==> config.mk <==
export PLATFORM = sky130hd
export DESIGN_NAME = ap_mult_acc_8b
export DESIGN_NICKNAME = d
export VERILOG_FILES = /design/src/rtl/ap_mult_acc_8b.sv
export SDC_FILE = /design/constraint.sdc
export NUM_CORES = 1
export LEC_CHECK = 0
export BUFFER_PORTS_ARGS = -buffer_cell sky130_fd_sc_hd__buf_2
export CAP_MARGIN = 15
export CORE_ASPECT_RATIO = 0.9
export CORE_MARGIN = 5
export CORE_UTILIZATION = 55
export CTS_CLUSTER_DIAMETER = 50
export DETAILED_ROUTE_END_ITERATION = 6
export PLACE_DENSITY = 0.87
export RECOVER_POWER = 25
export SLEW_MARGIN = 20
export SYNTH_ARGS = -nofsm -noshare
export SYNTH_HDL_FRONTEND = slang
export SYNTH_SLANG_ARGS = --single-unit
==> constraint.sdc <==
create_clock -name clk -period 4.3 [get_ports clk]
set_clock_uncertainty 0.15 [all_clocks]
set_input_delay 0.645 -clock clk [delete_from_list [all_inputs] [get_ports clk]]
set_output_delay 0.645 -clock clk [all_outputs]
set_load 0.1 [all_outputs]
==> src/rtl/ap_mult_acc_8b.sv <==
// ap_mult_acc_8b
// Streaming accumulator that sits behind the 8-bit approximate multiplier.
// It sums the products of one group and returns the sum, the beat count
// and the overflow/truncation flags through a registered valid/ready output.
module ap_mult_acc_8b #(
  parameter int PW        = 16,
  parameter int ACC_W     = 24,
  parameter int CNT_W     = 9,
  parameter int MAX_BEATS = 256
) (
  input  logic             clk,
  input  logic             rst_n,
  input  logic             in_valid,
  output logic             in_ready,
  input  logic [PW-1:0]    in_prod,
  input  logic             in_last,
  output logic             out_valid,
  input  logic             out_ready,
  output logic [ACC_W-1:0] out_sum,
  output logic [CNT_W-1:0] out_cnt,
  output logic             out_ovf,
  output logic             out_trunc
);

  // ACC: no result is pending. OUT: a result is waiting for the consumer.
  localparam logic [0:0] ST_ACC = 1'b0;
  localparam logic [0:0] ST_OUT = 1'b1;

  localparam logic [CNT_W-1:0] MAX_CNT = CNT_W'(MAX_BEATS);

  logic [0:0]       r_state;
  logic [ACC_W-1:0] r_acc;
  logic [CNT_W-1:0] r_cnt;
  logic             r_ovfSticky;

  logic             w_accept;
  logic             w_consume;
  logic [ACC_W:0]   w_nsum;
  logic             w_ovf;
  logic [ACC_W-1:0] w_satSum;
  logic [CNT_W-1:0] w_ncnt;
  logic             w_hitMax;
  logic             w_close;

  // A new beat fits when nothing is pending, or when the pending result
  // leaves this same cycle. This must not depend on in_valid.
  assign in_ready  = (r_state == ST_ACC) | out_ready;
  assign out_valid = (r_state == ST_OUT);

  assign w_accept  = in_valid & in_ready;
  assign w_consume = out_valid & out_ready;

  // One extra bit on the sum exposes the carry. A carry clamps the sum to
  // all-ones. Once the accumulator is all-ones, it stays there, because
  // adding a non-negative value either carries again or adds zero.
  assign w_nsum   = {1'b0, r_acc} + (ACC_W+1)'(in_prod);
  assign w_ovf    = w_nsum[ACC_W];
  assign w_satSum = w_ovf ? {ACC_W{1'b1}} : w_nsum[ACC_W-1:0];

  assign w_ncnt   = r_cnt + 1'b1;
  assign w_hitMax = (w_ncnt == MAX_CNT);
  assign w_close  = in_last | w_hitMax;

  // Handshake FSM and the running group state (sum, count, sticky overflow).
  always_ff @(posedge clk or negedge rst_n) begin
    if (!rst_n) begin
      r_state     <= ST_ACC;
      r_acc       <= '0;
      r_cnt       <= '0;
      r_ovfSticky <= 1'b0;
    end else begin
      if (w_accept && w_close) begin
        r_state     <= ST_OUT;
        r_acc       <= '0;
        r_cnt       <= '0;
        r_ovfSticky <= 1'b0;
      end else begin
        if (w_consume) begin
          r_state <= ST_ACC;
        end
        if (w_accept) begin
          r_acc       <= w_satSum;
          r_cnt       <= w_ncnt;
          r_ovfSticky <= r_ovfSticky | w_ovf;
        end
      end
    end
  end

  // Result registers load only on a closing beat. Otherwise they keep the
  // last result, so the data stays stable during back-pressure and after a
  // consume.
  always_ff @(posedge clk or negedge rst_n) begin
    if (!rst_n) begin
      out_sum   <= '0;
      out_cnt   <= '0;
      out_ovf   <= 1'b0;
      out_trunc <= 1'b0;
    end else if (w_accept && w_close) begin
      out_sum   <= w_satSum;
      out_cnt   <= w_ncnt;
      out_ovf   <= r_ovfSticky | w_ovf;
      out_trunc <= ~in_last & w_hitMax;
    end
  end

endmodule

==> metrics.log, run 1 <==
INFO  metric clk-insertion-delay-late = 360 ps
INFO  metric cts.root.buffer_cell = sky130_fd_sc_hd__clkbuf_8
INFO  metric timing.hold.worst.class = input port to async pin
INFO  metric layout_worst_path_cycle_share = 76.54%
INFO  metric critical_path_class = input port to register
INFO  metric detailed_place_hpwl = 7359 um
INFO  metric number_of_max_cap_violations = 0
INFO  metric largest_voltage_drop_on_the_vdd_net = 0.5094 mV
INFO  metric postPlaceCellArea = 4502 um^2
INFO  metric insertedDiodeCount = 0
INFO  metric rsz0062_at_grt = false
INFO  metric boundaryPins = 58
INFO  metric cts_hold_buffers = 0
INFO  metric synth.top_cells.by_count = sky130_fd_sc_hd__dfrtp_1, sky130_fd_sc_hd__o21ai_0, sky130_fd_sc_hd__a21oi_1
INFO  metric post_synth_main_area_contributors = sky130_fd_sc_hd__dfrtp_1, sky130_fd_sc_hd__o21ai_0, sky130_fd_sc_hd__ha_1
INFO  metric synth.lib_cells_used.distinct = 63
INFO  metric remaining_drc_errors = 0
INFO  metric first_pass_iters = 5
INFO  metric finish.net_count = 540
INFO  metric finalWorstSetupSlack = 1009 ps
INFO  metric finalSetupViolCount = 0
INFO  metric grt_first_pass_wirelength = 18020 um
INFO  metric first_global_vias = 3711
INFO  metric worst_slew_margin_rel = 17.64%
INFO  metric synth.ff_latch_count = 70
INFO  metric cts_h_tree_depth = 3
INFO  metric final_antenna_net_count = 0
INFO  metric postCtsResizedCells = 0
INFO  metric timing.setup.tns = 0 ps
INFO  metric timing.critical_path.required = 4390 ps
INFO  metric power-per-cell-area = 730.2 nW/um^2
INFO  metric cts_inserted_buffers = 9
INFO  metric netlist_instances = 457
INFO  metric dieArea = 9523 um^2
INFO  metric floorplan.initialDensity = 56.18%
INFO  metric total_nets_after_synthesis = 497
INFO  metric clock_sink_count = 70
INFO  metric synthesis.yosys.warnings = 0
INFO  metric path_max_fanout = 32
INFO  metric worst-slew-pin-transition = 1235 ps
INFO  metric fmax = 0.3039 GHz
INFO  metric detail_route.wirelength = 10820 um
INFO  metric timing.final.hold_violations = 0
INFO  metric synth.most_common_cell = sky130_fd_sc_hd__dfrtp_1
INFO  metric avg_inst_size_synth = 9.229 um^2
INFO  metric cp-start-kind = input port
INFO  metric final-max-slew-violation-count = 0
INFO  metric drive_gt1_share = 18.42%
INFO  metric grt_max_degree = 50
INFO  metric preCtsSetupSlack = 674.4 ps
INFO  metric synth.cell_area = 4218 um^2
INFO  metric cts-root-to-sink-buffers = 2
INFO  metric fillers = 625
INFO  metric vias_per_cell = 6.471
INFO  metric place.port_buffers = 57
INFO  metric edff_count_synth = 0
INFO  metric synth_sequential_area_ratio = 41.53%
INFO  metric synth_top_area_share = 41.53%
INFO  metric drt_iter0_markers = 337
INFO  metric critPathArrivalTime = 3380 ps
INFO  metric layout.cell_area.non_filler = 4721 um^2
INFO  metric clock_tree_from_tritoncts = yes
INFO  metric instances_no_fill = 601
INFO  metric clkSlewWorstSetupHoldPaths = 80 ps
INFO  metric dp_cells = 585
INFO  metric antenna_found_initial = 0
INFO  metric coreArea = 7507 um^2
INFO  metric holdWs = 343.3 ps
INFO  metric finalCriticalPeriod = 3291 ps
INFO  metric async_reset_ff_share = 100.0%
INFO  metric power_leakage = 2.100 nW
INFO  metric place.gp.congestion = 0.9656
INFO  metric core.rowCount = 30
INFO  metric routed-via-count = 3889
INFO  metric track_usage = 23.39%
INFO  metric crit_path_end_kind = register
INFO  metric die_w = 102.3 um
INFO  metric routed_wire_length_per_instance = 18.00 um
INFO  metric overflow = 0
INFO  metric die_height = 93.08 um
INFO  metric status = complete, no violations
INFO  metric syn2layout_area_growth = 11.93%
INFO  metric netlist.top_cell.by_area = sky130_fd_sc_hd__dfrtp_1
INFO  metric yosys_most_used_dff = sky130_fd_sc_hd__dfrtp_1
INFO  metric post-cts-setup-buffer-count = 0
power by group:
part	leakage (nW)	switching [W]	internal, W
sequential	0.914	0.000106	0.000824
clock	0.108	0.000267	0.000340
combinational	1.08	0.00143	0.000477
total	2.10	0.00181	0.00164
final cells by class:
cell class                 instances  area (um^2)  area share [%]
sequential                        70         1752           37.11
clock inverter                     6        85.08           1.802
tap                               96        120.1           2.544
multi-input combinational        348         2266           48.00
clock buffer                      10        137.6           2.915
inverter                           7        26.28          0.5566
timing repair buffer              64        334.1           7.077
per-stage QoR:
step           power [W]  utilization (%)
6_report        0.003447            62.88
5_1_grt         0.003632            62.88
4_1_cts         0.003431            62.93
3_5_place_dp    0.002823            59.97
3_3_place_gp    0.002778            59.97
2_1_floorplan   0.002478                -
path summary, 6_finish.rpt:
path / slack [ps] / endpoint / cells after the start / from
max in group asynchronous: 1860 / out_sum[14]$_DFFE_PN0P_ / 2 / rst_n
setup reg to reg: 1030 / out_sum[14]$_DFFE_PN0P_ / 8 / r_acc[0]$_DFFE_PN0P_
hold / removal: 340 / out_sum[6]$_DFFE_PN0P_ / 1 / rst_n
setup / recovery: 1010 / out_sum[14]$_DFFE_PN0P_ / 9 / in_prod[0]
hold reg to reg: 350 / r_acc[10]$_DFFE_PN0P_ / 2 / r_acc[10]$_DFFE_PN0P_
min in group clk: 350 / r_acc[10]$_DFFE_PN0P_ / 2 / r_acc[10]$_DFFE_PN0P_
metal layers:
metal  wire, um  vias up  global-route usage (%)
met1       4965     1911                   33.60
met5          0        -                       0
met3        785       16                   4.623
met2       4952      179                   36.04
met4        118        0                   6.339
li1           -     1783                       -
flip-flops by register name (all words and copies together), names as in the netlist:
name	count
r_acc	24
out_cnt	9
r_ovfSticky	1
out_valid	1
out_ovf	1
out_sum	24
out_trunc	1
r_cnt	9
critical path: stages:
cell and delay (ps):
sky130_fd_sc_hd__buf_2 110, sky130_fd_sc_hd__ha_1 240, sky130_fd_sc_hd__fa_1 460, sky130_fd_sc_hd__a211oi_2 310, sky130_fd_sc_hd__o21ai_1 150, sky130_fd_sc_hd__a211o_1 320, sky130_fd_sc_hd__a31o_2 490, sky130_fd_sc_hd__a22o_1 350
sky130_fd_sc_hd__mux2_1 290
logic make-up after synthesis:
group | Yosys count | synth area share [%]
mux | 4 | 1.127
fa+ha+maj | 19 | 5.814
xor+xnor | 23 | 4.776
compound gates | 204 | 30.56
buf+inv | 39 | 5.014
simple gates | 98 | 11.18
flops | 70 | 41.53
cells in the final DEF, fill, tap and decap left out, types with 4 or more instances in the layout:
cell	instances
sky130_fd_sc_hd__or3_1	4
sky130_fd_sc_hd__a22o_1	8
sky130_fd_sc_hd__o21ai_1	28
sky130_fd_sc_hd__o211ai_1	5
sky130_fd_sc_hd__o31ai_1	5
sky130_fd_sc_hd__a21oi_1	43
sky130_fd_sc_hd__a21o_1	7
sky130_fd_sc_hd__o21ai_0	54
sky130_fd_sc_hd__xor2_1	5
sky130_fd_sc_hd__buf_4	6
sky130_fd_sc_hd__nor2_1	17
sky130_fd_sc_hd__ha_1	18
sky130_fd_sc_hd__a31oi_1	7
sky130_fd_sc_hd__nand3_1	9
sky130_fd_sc_hd__a2bb2oi_1	6
sky130_fd_sc_hd__nand2_1	40
sky130_fd_sc_hd__dfrtp_1	70
sky130_fd_sc_hd__nand2b_1	4
sky130_fd_sc_hd__inv_1	7
sky130_fd_sc_hd__xnor2_1	18
sky130_fd_sc_hd__nand4_1	9
sky130_fd_sc_hd__buf_2	56
sky130_fd_sc_hd__a22oi_1	5
sky130_fd_sc_hd__clkbuf_8	10
Power figures use the tool's default switching activity.
==> run 2: changes to the inputs <==
clock period = 3.11 ns   (was 4.3 ns; I/O delays follow)
==> run 2 against run 1 <==
Against the previous run:
- the run now ends with max-capacitance violations, max-slew violations left
- core utilization grew 1.8 points
- combinational power increased by 43%
- via count up 1.3%
- largest cell class unchanged
==> metrics.log, run 2 (synthesized netlist as in run 1, its figures left out) <==
INFO  metric mostFrequentLayoutCell = sky130_fd_sc_hd__dfrtp_1
INFO  metric fillers = 608 (-2.7%)
INFO  metric cts-root-to-sink-buffers = 2 (unchanged)
INFO  metric finalCriticalPeriod = 2905 ps
INFO  metric timing.critical_path.required = 3180 ps (-1210 ps)
INFO  metric finish.net_count = 554 (+2.6%)
INFO  metric first_global_vias = 3846 (+3.6%)
INFO  metric finalSetupViolCount = 0 (unchanged)
INFO  metric die_w = 102.3 um (unchanged)
INFO  metric drt-met1-wl = 4950 um (-0.30%)
INFO  metric dp_cells = 599 (+2.4%)
INFO  metric cts.root.buffer_cell = sky130_fd_sc_hd__clkbuf_8
INFO  metric place.port_buffers = 57 (unchanged)
INFO  metric path_max_fanout = 14 (-56%)
INFO  metric power_leakage = 2.183 nW (+4.0%)
INFO  metric power_frac_comb = 55.6% (+0.2 points)
INFO  metric finalWorstSetupSlack = 204.9 ps (-804.1 ps)
INFO  metric core.rowCount = 30 (unchanged)
INFO  metric dieArea = 9523 um^2 (unchanged)
INFO  metric routed-wl-met2 = 5128 um (+3.6%)
INFO  metric timing.final.hold_violations = 0 (unchanged)
INFO  metric largest_voltage_drop_on_the_vdd_net = 0.9252 mV (+82%)
INFO  metric clkPwrFrac = 18.2% (+0.6 points)
INFO  metric drive_gt1_share = 20.62% (+2.2 points)
INFO  metric most-common-layout-cells = sky130_fd_sc_hd__dfrtp_1, sky130_fd_sc_hd__buf_2, sky130_fd_sc_hd__o21ai_0
INFO  metric vias_per_cell = 6.405 (-1.0%)
INFO  metric place.gp.congestion = 0.9433 (-2.3%)
INFO  metric critical_path.top_delay_family = compound AO/OA/AOI/OAI gates
INFO  metric power-per-cell-area = 1015 nW/um^2 (+39%)
INFO  metric worst-slew-pin-transition = 1743 ps (+508.0 ps)
INFO  metric final_antenna_net_count = 0 (unchanged)
INFO  metric cts_h_tree_depth = 3 (unchanged)
INFO  metric boundaryPins = 58 (unchanged)
INFO  metric routed_wire_length_per_instance = 18.20 um (+1.1%)
INFO  metric clock_sink_count = 70 (unchanged)
INFO  metric critical_path.cell_chain = ha_1 > fa_1 > a211oi_2 > o21ai_1 > a211o_1 > a31o_2 > buf_4 > a21oi_1 > o21ai_0
INFO  metric insertedDiodeCount = 0 (unchanged)
INFO  metric clk-insertion-delay-late = 360 ps (about the same)
INFO  metric track_usage = 25.15% (+1.8 points)
INFO  metric topRoutingLayerUsed = met4
INFO  metric final-max-slew-violation-count = 71 (+71)
INFO  metric postCtsResizedCells = 0 (unchanged)
INFO  metric seq_pwr_share = 26.2% (-0.8 points)
INFO  metric cp.buffers_inverters = 1 (unchanged)
INFO  metric antenna_found_initial = 0 (unchanged)
INFO  metric clkSlewWorstSetupHoldPaths = 80 ps (about the same)
INFO  metric holdWs = 198.0 ps (-145.3 ps)
INFO  metric cts_inserted_buffers = 9 (unchanged)
INFO  metric power.switching = 0.002521 W (+40%)
INFO  metric critPathArrivalTime = 2970 ps (-410 ps)
INFO  metric number_of_max_cap_violations = 1 (+1)
INFO  metric floorplan.initialDensity = 56.18% (unchanged)
INFO  metric power.share.switching = 51.13% (-1.3 points)
INFO  metric worst_path_max_delay_cell = sky130_fd_sc_hd__fa_1
INFO  metric clock_tree_from_tritoncts = yes
INFO  metric cts_hold_buffers = 0 (unchanged)
INFO  metric routed-via-count = 3939 (+1.3%)
INFO  metric crit_path_end_kind = register
INFO  metric rsz0062_at_grt = false
INFO  metric cp-start-kind = register
INFO  metric detailed_place_hpwl = 7681 um (+4.4%)
INFO  metric layout_worst_path_cycle_share = 93.41%
INFO  metric detail_route.wirelength = 11190 um (+3.4%)
INFO  metric worst_slew_margin_rel = -16.22% (-34 points)
INFO  metric remaining_drc_errors = 0 (unchanged)
INFO  metric wl_met3 = 926 um (+18%)
INFO  metric crit_path_max_incr_delay = 410 ps (-80 ps)
INFO  metric syn2layout_area_growth = 15.19%
INFO  metric status = complete, but fails checks
INFO  metric coreArea = 7507 um^2 (unchanged)
INFO  metric post-cts-setup-buffer-count = 0 (unchanged)
INFO  metric fmax = 0.3442 GHz
INFO  metric violations = max-capacitance violations, max-slew violations
INFO  metric grt_max_degree = 71 (+42%)
INFO  metric overflow = 0 (unchanged)
INFO  metric p_int = 0.002410 W (+47%)
INFO  metric die_height = 93.08 um (unchanged)
INFO  metric drt_iter0_markers = 305 (-9.5%)
INFO  metric instances_no_fill = 615 (+2.3%)
INFO  metric preCtsSetupSlack = -0.06573 ps (-674.5 ps)
INFO  metric timing.hold.worst.class = input port to register
INFO  metric critical_path_class = register to register
INFO  metric layout_top_registers = out_sum x24, r_acc x24
INFO  metric grt_first_pass_wirelength = 18970 um (+5.3%)
INFO  metric first_pass_iters = 5 (unchanged)
-- run 2: cell count changes in the layout (fill, tap and decap cells not counted), sizes merged --
cell,before,now
clkinvlp,2,0
bufinv,2,3
buf,62,77
-- run 2: cell type report --
| class | instances | area, um^2 | share of cell area (%) |
|---|---|---|---|
| clock inverter | 5 | 107.6 | 2.215 |
| tap | 96 | 120.1 | 2.472 |
| multi-input combinational | 348 | 2268 | 46.69 |
| clock buffer | 11 | 131.4 | 2.704 |
| sequential | 70 | 1752 | 36.05 |
| inverter | 7 | 26.28 | 0.5408 |
| timing repair buffer | 78 | 452.9 | 9.323 |
-- run 2: worst reg2reg max path: stages (launching register included) --
cell	delay, ps
sky130_fd_sc_hd__dfrtp_1	400
sky130_fd_sc_hd__ha_1	240
sky130_fd_sc_hd__fa_1	410
sky130_fd_sc_hd__a211oi_2	250
sky130_fd_sc_hd__o21ai_1	150
sky130_fd_sc_hd__a211o_1	320
sky130_fd_sc_hd__a31o_2	290
sky130_fd_sc_hd__buf_4	200
sky130_fd_sc_hd__a21oi_1	230
sky130_fd_sc_hd__o21ai_0	140
-- run 2: stage by stage --
step | setup TNS, ps | cell area (um^2) | total power (W) | util [%]
finish | 0 | 4858 | 0.004930 | 64.72
global placement | 0 | 4622 | 0.003947 | 61.57
CTS | 0 | 4861 | 0.004913 | 64.75
floorplan | 0 | 4220 | 0.003427 | -
detailed placement | -0.06573 | 4622 | 0.004001 | 61.57
global route | 0 | 4858 | 0.005211 | 64.72
-- run 2: worst paths after layout --
path	end	slack, ps	cells past startpoint	start
min	out_trunc$_DFFE_PN0P_	200	2	in_last
max in group asynchronous	out_sum[15]$_DFFE_PN0P_	1270	2	rst_n
min reg2reg	r_acc[6]$_DFFE_PN0P_	360	2	r_acc[6]$_DFFE_PN0P_
max	r_acc[5]$_DFFE_PN0P_	200	9	r_acc[0]$_DFFE_PN0P_
max reg2reg	r_acc[5]$_DFFE_PN0P_	200	9	r_acc[0]$_DFFE_PN0P_
min in group asynchronous	out_sum[5]$_DFFE_PN0P_	500	2	rst_n
-- run 2: power groups by stage --
stage / clock (W) / sequential [W] / combinational [W]
final: 0.000895 / 0.00129 / 0.00274
after global routing: 0.000949 / 0.00132 / 0.00294
after CTS: 0.000900 / 0.00129 / 0.00272
after detailed placement: 0 / 0.00131 / 0.00270
after global placement: 0 / 0.00129 / 0.00266
after floorplan: 0 / 0.00225 / 0.00117
-- run 2: routing by layer --
metal	GRT usage [%]	up-vias
met4	8.743	0
met1	35.06	1894
li1	-	1818
met5	0	-
met3	5.518	21
met2	38.64	206
==> run 3: changes to the inputs <==
--- a/config.mk
+++ b/config.mk
@@ -13,4 +13,5 @@
 export CTS_CLUSTER_DIAMETER = 50
 export DETAILED_ROUTE_END_ITERATION = 6
+export GPL_TIMING_DRIVEN = 0
 export PLACE_DENSITY = 0.87
 export RECOVER_POWER = 25
==> constraint.sdc (replaced) <==
create_clock -name clk -period 3.11 [get_ports clk]
set_clock_uncertainty 0.15 [all_clocks]
set_input_delay 0.622 -clock clk [delete_from_list [all_inputs] [get_ports clk]]
set_output_delay 0.622 -clock clk [all_outputs]
set_load 0.1 [all_outputs]
==> run 3 against run 2 <==
Against the previous run:
- the run now ends clean
- die area stayed put
- clock power shrank 17%
- sequential power is essentially flat
- sequential share of layout area fell by 0.11 points
- critical path type unchanged
==> metrics.log, run 3 (synthesized netlist as in run 1, its figures left out) <==
INFO  metric status = complete, no violations
INFO  metric insertedDiodeCount = 0 (unchanged)
INFO  metric wl_met3 = 1037 um (+12%)
INFO  metric final_antenna_net_count = 0 (unchanged)
INFO  metric vias_per_cell = 6.383 (-0.35%)
INFO  metric drt-met1-wl = 5176 um (+4.6%)
INFO  metric cts_h_tree_depth = 3 (unchanged)
INFO  metric path_max_fanout = 10 (-4)
INFO  metric power-per-cell-area = 985.2 nW/um^2 (-2.9%)
INFO  metric cts.root.buffer_cell = sky130_fd_sc_hd__clkbuf_8
INFO  metric detailed_place_hpwl = 8265 um (+7.6%)
INFO  metric finalCriticalPeriod = 2948 ps (+43.14 ps)
INFO  metric coreArea = 7507 um^2 (unchanged)
INFO  metric fillers = 612 (+0.66%)
INFO  metric mostFrequentLayoutCell = sky130_fd_sc_hd__dfrtp_1
INFO  metric grt_first_pass_wirelength = 19020 um (+0.29%)
INFO  metric critical_path_class = register to register
INFO  metric die_w = 102.3 um (unchanged)
INFO  metric core.rowCount = 30 (unchanged)
INFO  metric finalWorstSetupSlack = 161.7 ps (-43.14 ps)
INFO  metric report.power.total = 0.004801 W (-2.6%)
INFO  metric drive_gt1_share = 21.47% (+0.85 points)
INFO  metric cts_hold_buffers = 0 (unchanged)
INFO  metric cts_inserted_buffers = 9 (unchanged)
INFO  metric crit_path_end_kind = register
INFO  metric cp-start-kind = register
INFO  metric routed-wl-met2 = 5247 um (+2.3%)
INFO  metric critPathArrivalTime = 3030 ps (+60 ps)
INFO  metric first_pass_iters = 5 (unchanged)
INFO  metric finalSetupViolCount = 0 (unchanged)
INFO  metric worst-slew-pin-transition = 1283 ps (-460.4 ps)
INFO  metric timing.critical_path.required = 3190 ps (about the same)
INFO  metric floorplan.initialDensity = 56.18% (unchanged)
INFO  metric power_leakage = 2.169 nW (-0.64%)
INFO  metric topRoutingLayerUsed = met4
INFO  metric clkSlewWorstSetupHoldPaths = 80 ps (about the same)
INFO  metric layout_worst_path_cycle_share = 94.80% (+1.4 points)
INFO  metric timing.hold.worst.class = input port to async pin
INFO  metric finish.net_count = 567 (+2.3%)
INFO  metric syn2layout_area_growth = 15.54%
INFO  metric grt_max_degree = 51 (-28%)
INFO  metric rsz0062_at_grt = false
INFO  metric clock_sink_count = 70 (unchanged)
INFO  metric routed-via-count = 4002 (+1.6%)
INFO  metric die_height = 93.08 um (unchanged)
INFO  metric boundaryPins = 58 (unchanged)
INFO  metric overflow = 0 (unchanged)
INFO  metric track_usage = 25.23% (+0.074 points)
INFO  metric final-max-slew-violation-count = 0 (-100%)
INFO  metric dieArea = 9523 um^2 (unchanged)
INFO  metric preCtsSetupSlack = -479.3 ps (-479.2 ps)
INFO  metric place.gp.congestion = 0.9480 (+0.50%)
INFO  metric first_global_vias = 3882 (+0.94%)
INFO  metric worst_slew_margin_rel = 14.47% (+31 points)
INFO  metric most-common-layout-cells = sky130_fd_sc_hd__dfrtp_1, sky130_fd_sc_hd__buf_2, sky130_fd_sc_hd__o21ai_0
INFO  metric timing.final.hold_violations = 0 (unchanged)
INFO  metric largest_voltage_drop_on_the_vdd_net = 0.5994 mV (-35%)
INFO  metric remaining_drc_errors = 0 (unchanged)
INFO  metric clock_tree_from_tritoncts = yes
INFO  metric drt_iter0_markers = 412 (+35%)
INFO  metric detail_route.wirelength = 11690 um (+4.4%)
INFO  metric place.port_buffers = 57 (unchanged)
INFO  metric fmax = 0.3392 GHz (-1.5%)
INFO  metric clk-insertion-delay-late = 350 ps (about the same)
INFO  metric routed_wire_length_per_instance = 18.64 um (+2.4%)
INFO  metric cts-root-to-sink-buffers = 2 (unchanged)
INFO  metric timing.setup.tns = 0 ps (unchanged)
INFO  metric antenna_found_initial = 0 (unchanged)
INFO  metric layout_top_registers = out_sum x24, r_acc x24
INFO  metric number_of_max_cap_violations = 0 (-1)
-- run 3: cell count changes in the layout (fill, tap and decap cells not counted), moves of 2 or more --
cell,previous run,this run
sky130_fd_sc_hd__buf_2,57,62
sky130_fd_sc_hd__buf_4,19,2
sky130_fd_sc_hd__bufinv_16,3,1
sky130_fd_sc_hd__buf_6,0,7
sky130_fd_sc_hd__clkinv_2,0,4
sky130_fd_sc_hd__clkbuf_1,2,17
sky130_fd_sc_hd__clkinv_4,2,0
sky130_fd_sc_hd__a21oi_2,0,9
sky130_fd_sc_hd__a21oi_1,43,35
-- run 3: repair_timing --
action	4_1_cts	5_1_grt
setup endpoints to repair	3	48
buffers inserted	0	1
resized for setup	2	12
pin swaps	0	1
-- run 3: path summary, 6_finish.rpt --
| check | startpoint | end | slack, ps | cells past startpoint |
|---|---|---|---|---|
| max | r_acc[0]$_DFFE_PN0P_ | r_acc[9]$_DFFE_PN0P_ | 160 | 9 |
| min | rst_n | out_cnt[6]$_DFFE_PN0P_ | 310 | 1 |
| max reg2reg | r_acc[0]$_DFFE_PN0P_ | r_acc[9]$_DFFE_PN0P_ | 160 | 9 |
| min reg2reg | r_acc[13]$_DFFE_PN0P_ | r_acc[13]$_DFFE_PN0P_ | 350 | 2 |
| max in group asynchronous | rst_n | r_cnt[8]$_DFFE_PN0P_ | 630 | 2 |
| min in group clk | r_acc[13]$_DFFE_PN0P_ | r_acc[13]$_DFFE_PN0P_ | 350 | 2 |
-- run 3: metal layers --
layer	up-vias	global-route usage (%)
met1	1904	36.43
li1	1837	-
met3	25	4.325
met5	-	0
met2	236	37.55
met4	0	9.945
-- run 3: metrics by stage --
stage / util (%) / std cells / area (um^2) / hold WS (ps)
2_1_floorplan: - / 457 / 4220 / 176.4
3_3_place_gp: 61.62 / 610 / 4626 / 317.7
3_5_place_dp: 62.02 / 611 / 4656 / 326.5
4_1_cts: 64.60 / 626 / 4850 / 6.464
5_1_grt: 64.92 / 627 / 4873 / 370.8
6_report: 64.92 / 627 / 4873 / 314.3
-- run 3: worst max-delay path, stage by stage, from the launching register on --
cell and delay, ps:
sky130_fd_sc_hd__dfrtp_1 390, sky130_fd_sc_hd__ha_1 250, sky130_fd_sc_hd__fa_2 400, sky130_fd_sc_hd__a211oi_2 290, sky130_fd_sc_hd__o21ai_2 140, sky130_fd_sc_hd__a211o_1 320
sky130_fd_sc_hd__a31o_2 310, sky130_fd_sc_hd__clkbuf_4 240, sky130_fd_sc_hd__a21oi_1 230, sky130_fd_sc_hd__o21ai_0 100
-- run 3: layout make-up --
cell class / instances / area (um^2) / share of cell area, %
inverters: 7 / 26.28 / 0.5392
multi-input cells: 348 / 2303 / 47.27
flip-flops and latches: 70 / 1752 / 35.94
well taps: 96 / 120.1 / 2.465
repair buffers: 59 / 296.5 / 6.085
clock buffers: 10 / 137.6 / 2.824
clock inverters: 5 / 50.05 / 1.027
plain buffers: 32 / 187.7 / 3.851
-- run 3: report_power, final --
group | leakage (nW) | switching, W | total (W) | internal [W]
Sequential | 0.914 | 0.000137 | 0.00128 | 0.00114
Clock | 0.102 | 0.000357 | 0.000740 | 0.000383
Combinational | 1.15 | 0.00207 | 0.00279 | 0.000715
Total | 2.17 | 0.00256 | 0.00480 | 0.00224
